File: config.mk
export PLATFORM = sky130hd
export DESIGN_NAME = fetch_unit
export DESIGN_NICKNAME = d
export VERILOG_FILES = /design/src/rtl/fetch_unit.sv
export SDC_FILE = /design/constraint.sdc
export NUM_CORES = 1
export LEC_CHECK = 0
export CORE_MARGIN = 2
export CORE_UTILIZATION = 54
export DETAILED_ROUTE_END_ITERATION = 12
export PLACE_DENSITY = 0.89
export SYNTH_ARGS = -nofsm -noshare
export SYNTH_HDL_FRONTEND = slang
export SYNTH_SLANG_ARGS = --single-unit
File: constraint.sdc
create_clock -name clk -period 2.7 [get_ports clk]
set_input_delay 0.27 -clock clk [delete_from_list [all_inputs] [get_ports clk]]
set_output_delay 0.27 -clock clk [all_outputs]
set_load 0.01 [all_outputs]
File: src/rtl/fetch_unit.sv
// Instruction-fetch front end: owns the PC, keeps at most one request outstanding to a
// multi-cycle instruction memory, and buffers returned words with their PCs in a small
// prefetch queue. Optional performance counters are compiled in with FETCH_PERF_EN.
module fetch_unit #(
  parameter int                DATA_W   = 16,
  parameter int                DEPTH    = 4,
  parameter int                PC_INC   = 2,
  parameter logic [DATA_W-1:0] RESET_PC = '0
) (
  input  logic                   clk,
  input  logic                   rst,
  output logic                   imem_req,
  output logic [DATA_W-1:0]      imem_addr,
  input  logic                   imem_valid,
  input  logic [DATA_W-1:0]      imem_data,
  output logic                   inst_valid,
  output logic [DATA_W-1:0]      inst,
  output logic [DATA_W-1:0]      inst_pc,
  input  logic                   deq_ready,
  input  logic                   redirect,
  input  logic [DATA_W-1:0]      redirect_pc,
  input  logic                   halt,
  output logic [DATA_W-1:0]      pc,
`ifdef FETCH_PERF_EN
  output logic [15:0]            perf_starve,
  output logic [15:0]            perf_flush,
`endif
  output logic [$clog2(DEPTH):0] count
);

  localparam int PTR_W = $clog2(DEPTH);
  localparam int CNT_W = PTR_W + 1;
  localparam logic [CNT_W-1:0] DEPTH_C = CNT_W'(DEPTH);

  typedef enum logic [1:0] {
    S_IDLE,
    S_WAIT,
    S_DROP
  } state_e;

  state_e             state_q, state_d;
  logic [DATA_W-1:0]  pc_q, pc_d;
  logic               req_q, req_d;
  logic [DATA_W-1:0]  addr_q, addr_d;
  logic               halted_q, halted_d;
  logic [PTR_W-1:0]   head_q, head_d;
  logic [PTR_W-1:0]   tail_q, tail_d;
  logic [CNT_W-1:0]   count_q, count_d;

  logic [DATA_W-1:0]  data_mem [DEPTH];
  logic [DATA_W-1:0]  pcs_mem  [DEPTH];

  logic               enq;
  logic               deq_fire;
  logic               halt_eff;
  logic [DATA_W-1:0]  pc_next;
  logic [CNT_W-1:0]   count_after_enq;

  assign deq_fire        = (count_q != '0) && deq_ready;
  assign halt_eff        = halted_q | halt;
  assign pc_next         = pc_q + DATA_W'(PC_INC);
  assign count_after_enq = count_q + CNT_W'(1) - CNT_W'(deq_fire);

  always_comb begin
    // NOTE: every signal gets a default before the case so no path leaves one unassigned (no latches).
    state_d  = state_q;
    pc_d     = pc_q;
    req_d    = req_q;
    addr_d   = addr_q;
    halted_d = halt_eff;
    enq      = 1'b0;

    unique case (state_q)
      S_IDLE: begin
        if (!redirect && !halt_eff && (count_q < DEPTH_C)) begin
          state_d = S_WAIT;
          req_d   = 1'b1;
          addr_d  = pc_q;
        end
      end
      S_WAIT: begin
        if (redirect) begin
          if (imem_valid) begin
            state_d = S_IDLE;
            req_d   = 1'b0;
          end else begin
            state_d = S_DROP;
          end
        end else if (imem_valid) begin
          enq  = 1'b1;
          pc_d = pc_next;
          if (!halt_eff && (count_after_enq < DEPTH_C)) begin
            addr_d = pc_next;
          end else begin
            state_d = S_IDLE;
            req_d   = 1'b0;
          end
        end
      end
      S_DROP: begin
        // The old request keeps imem_req/imem_addr until the memory completes it.
        if (imem_valid) begin
          state_d = S_IDLE;
          req_d   = 1'b0;
        end
      end
      default: begin
        state_d = S_IDLE;
        req_d   = 1'b0;
      end
    endcase

    head_d  = deq_fire ? head_q + PTR_W'(1) : head_q;
    tail_d  = enq      ? tail_q + PTR_W'(1) : tail_q;
    count_d = count_q + CNT_W'(enq) - CNT_W'(deq_fire);

    if (redirect) begin
      pc_d     = redirect_pc;
      halted_d = 1'b0;
      head_d   = '0;
      tail_d   = '0;
      count_d  = '0;
    end
  end

  always_ff @(posedge clk) begin
    if (rst) begin
      state_q  <= S_IDLE;
      pc_q     <= RESET_PC;
      req_q    <= 1'b0;
      addr_q   <= RESET_PC;
      halted_q <= 1'b0;
      head_q   <= '0;
      tail_q   <= '0;
      count_q  <= '0;
    end else begin
      // NOTE: sequential state uses non-blocking assignments so all flops update together.
      state_q  <= state_d;
      pc_q     <= pc_d;
      req_q    <= req_d;
      addr_q   <= addr_d;
      halted_q <= halted_d;
      head_q   <= head_d;
      tail_q   <= tail_d;
      count_q  <= count_d;
    end
  end

  // NOTE: queue storage is not reset; the outputs below are gated by occupancy instead.
  always_ff @(posedge clk) begin
    if (enq) begin
      data_mem[tail_q] <= imem_data;
      pcs_mem[tail_q]  <= addr_q;
    end
  end

  assign imem_req   = req_q;
  assign imem_addr  = addr_q;
  assign inst_valid = (count_q != '0);
  assign inst       = inst_valid ? data_mem[head_q] : '0;
  assign inst_pc    = inst_valid ? pcs_mem[head_q]  : '0;
  assign pc         = pc_q;
  assign count      = count_q;

`ifdef FETCH_PERF_EN
  logic [15:0] perf_starve_q, perf_starve_d;
  logic [15:0] perf_flush_q,  perf_flush_d;

  always_comb begin
    perf_starve_d = perf_starve_q;
    perf_flush_d  = perf_flush_q;
    if (!inst_valid && !halted_q && (perf_starve_q != 16'hFFFF)) begin
      perf_starve_d = perf_starve_q + 16'd1;
    end
    if (redirect && (perf_flush_q != 16'hFFFF)) begin
      perf_flush_d = perf_flush_q + 16'd1;
    end
  end

  always_ff @(posedge clk) begin
    if (rst) begin
      perf_starve_q <= '0;
      perf_flush_q  <= '0;
    end else begin
      perf_starve_q <= perf_starve_d;
      perf_flush_q  <= perf_flush_d;
    end
  end

  assign perf_starve = perf_starve_q;
  assign perf_flush  = perf_flush_q;
`endif

endmodule

==> impl_results.md <==
- Die ar.: 14800 µm²
- Hold_buf cts: 0
- Gates resized, CTS repair: 0
- Multiplexer area fraction after synthesis: 0.106
- Final worst setup slack: between 0.15 and 0.2 ns
- Total negative slack: 0 ns
- Vias per cell: 5.76
- Clock Latency Late Sink: 0.42 ns
- Synthesized Nets: 531
- GRT busiest layer: met2
- Worst r2r src: state_q[0]$_SDFFE_PP0P_
- CP cell instances: buf_12 > mux4_2 > and2_1 > clkdlybuf4s50_1
- Hold-critical path endpoint: pc[2]$_SDFFE_PP0P_
- Row count: 42
- Worst Path Required: 2.43 ns
- Synth Area in Compound Gates: 0.0693
- CTS max path bufs: 2
- Synth Area in XOR/XNOR: 0.0317
- Layout area overhead: 24.8%
- Worst-margin pin slew: 0.458 ns
- Largest family of logic cells by synthesized area: simple AND/OR/NAND/NOR gates
- Synth Area in Adders: 0.0144
- Grt met1 use: 0.293
- Chip width: 122 µm
- Iteration count of the initial detailed-routing pass: 5
- Pwr per Cell Area: 626 nW/µm²
- CTS buffer count: 17
- Die H: roughly 120 µm
- Congestion Overflow GR: 0
- Total number of vias: 4490
- Initial antenna violation count: 0
- GR Util met3: 0.0559
- Critical path class: reg2out
- Worst-path clk slew: 0.06 ns
- Port Buf Inserts: between 100 and 150
- Slowest cell on the critical path: mux4_2
- Post-synth top flop: edfxtp_1
- Pre-CTS WS: 0.256 ns
- Synth Area in Simple Gates: 0.111
- Largest vdd supply drop: about 0.00031 V
- Max Cap Viol: 0
- Maximum clock rate: 0.394 GHz
- Synthesis-stage register bit count: 173
- CTS tree: yes
- Synth Cell Area: approximately 7500 µm²
- Most frequent cells in the layout: edfxtp_1, clkdlybuf4s50_1, dfxtp_1, and2_1, mux4_2
- Fraction of registers with async set/reset: 0
- Relative slew slack: 0.695
- H-tree levels: 4
- Power Total: 5830 µW
- Worst Clk Skew: about 0.0082 ns
- Setup Fix Bufs, Post-CTS: 0
- Setup violations, final: 0
- Routed wire length: 15.5 mm
- IO Pins: 107
- Clk root buf: clkbuf_16
- Critical Path AT: 2.27 ns
- Non-Filler Instances: 779
- Largest net degree at the start of global routing: 35
- DPL Wire Length: 9.57 mm
- Seq/Total Area, Yosys: 0.636
- Net count, final: between 600 and 700
- Synthesized area per cell: 15.4 µm²
- Vias in the first global route: 4510
- Synthesis Warnings: 0
- Post-synth EDFFs: 128
- Netlist cell types: between 50 and 60
- First-pass GRT wire length: between 20 and 25 mm
- Final Hold Vio Count: 0
- Layout cells sized above 1: 0.174
- Slowest stage delay, CP: between 0.5 and 0.6 ns
- Status: completed
- Placed insts: 747
- Slew Limit Fails: 0
- P_leak: 0.00306 µW
- Hold path start: redirect_pc[2]
- Antenna cells: 0
- DRC viols: 0
- Tmin final: around 2.5 ns
- HP Class: in2reg
- Initial core utilization: 0.559
- Total track usage: 0.222
- Final RePlAce weighted congestion: 0.823
- DR iter-0 viols: 435
- Critical path peak fanout: 32
- Hold depth: 3
- Worst Reg-to-Reg Cells: 10
- Antenna Nets Post-Route: 0
- Worst R2R End: count[2]$_SDFF_PP0_
- Clock tree sinks: 173
- Met2 usage: 0.358
- Period utilization: 0.940
- Commonest non-fill, non-tap cell in the layout: edfxtp_1
- Unrepaired setup endpoints after global routing: no
- CP startpoint kind: flop
- Core Region: 13300 µm²
- R2R setup slack: 0.52 ns
- Mapped Cells: 485
- CP endpoint kind: primary output
- DR WL/cell: 19.9 µm
-- report_power, final --
part           internal (µW)  switching, µW
Clock                   1530            936
Sequential              2900           73.6
Combinational            208            184
-- layer usage --
metal,part of all wire,up-vias
met3,0.063,23
li1,-,2067
met5,0,-
met2,0.50,191
met1,0.42,2209
met4,0.019,0
-- cell usage after synthesis (all sizes together), types with 13 or more instances --
cell | instances | area (µm²)
a211oi | 33 | 298
and2 | 37 | 231
buf | 18 | 138
clkbuf | 16 | 62.6
dfxtp | 45 | 901
edfxtp | 128 | 3840
mux4 | 32 | 721
nand2 | 19 | 71.3
nor2 | 26 | 114
nor3 | 13 | 92.6
xnor2 | 21 | 184
-- worst max-delay path, delay by kind of cell, from the launching register on --
kind	cells	cell delay (ns)
buffers and inverters	2	0.74
flip-flops	1	0.33
multiplexers	1	0.56
AND/OR/NAND/NOR	1	0.19
-- worst max path at each step --
stage,start,to,slack (ns),cells after the start
2_1_floorplan,state_q[1]$_SDFFE_PP0P_,count[2]$_SDFF_PP0_,0.39,13
3_3_place_gp,redirect,count[2]$_SDFF_PP0_,0.32,10
3_5_place_dp,redirect,imem_addr[15]$_SDFFE_PP0P_,0.26,5
4_1_cts,flop,inst_pc[5],0.12,4
5_1_grt,flop,inst_pc[5],0.07,4
6_report,flop,inst_pc[6],0.16,4
-- layout make-up --
cell class	count	area [µm²]
Clock buffer	24	483
Clock inverter	8	115
Fill cell	896	4040
Inverter	10	37.5
Multi-Input combinational cell	268	2480
Sequential cell	173	4750
Tap cell	176	220
Timing Repair Buffer	120	1230
-- sequential cells by signal, indices dropped and copies added (netlist names), named ones only --
| signal | cells |
|---|---|
| pcs_mem | 64 |
| pc | 16 |
| imem_addr | 16 |
| imem_req | 1 |
| state_q | 2 |
| head_q | 2 |
| count | 3 |
| halted_q | 1 |
| tail_q | 2 |
| data_mem | 64 |
-- per-stage QoR --
stage | instance area (µm²) | hold WS [ns] | util
6_report | 9310 | 0.410 | 0.698
5_1_grt | 9310 | 0.412 | 0.698
3_3_place_gp | 8710 | 0.488 | 0.653
2_1_floorplan | 7460 | 0.349 | -
4_1_cts | 9310 | 0.392 | 0.698
3_5_place_dp | 8710 | 0.504 | 0.653
-- logic make-up after synthesis --
kind of cell               Yosys count
AOI/OAI and AO/OA                   64
xor gates and xnor gates            27
adders and majority gates            8
buffers and inverters               44
DFF                                173
muxes                               38
and+or+nand+nor                    131
Power figures use the tool's default switching activity.
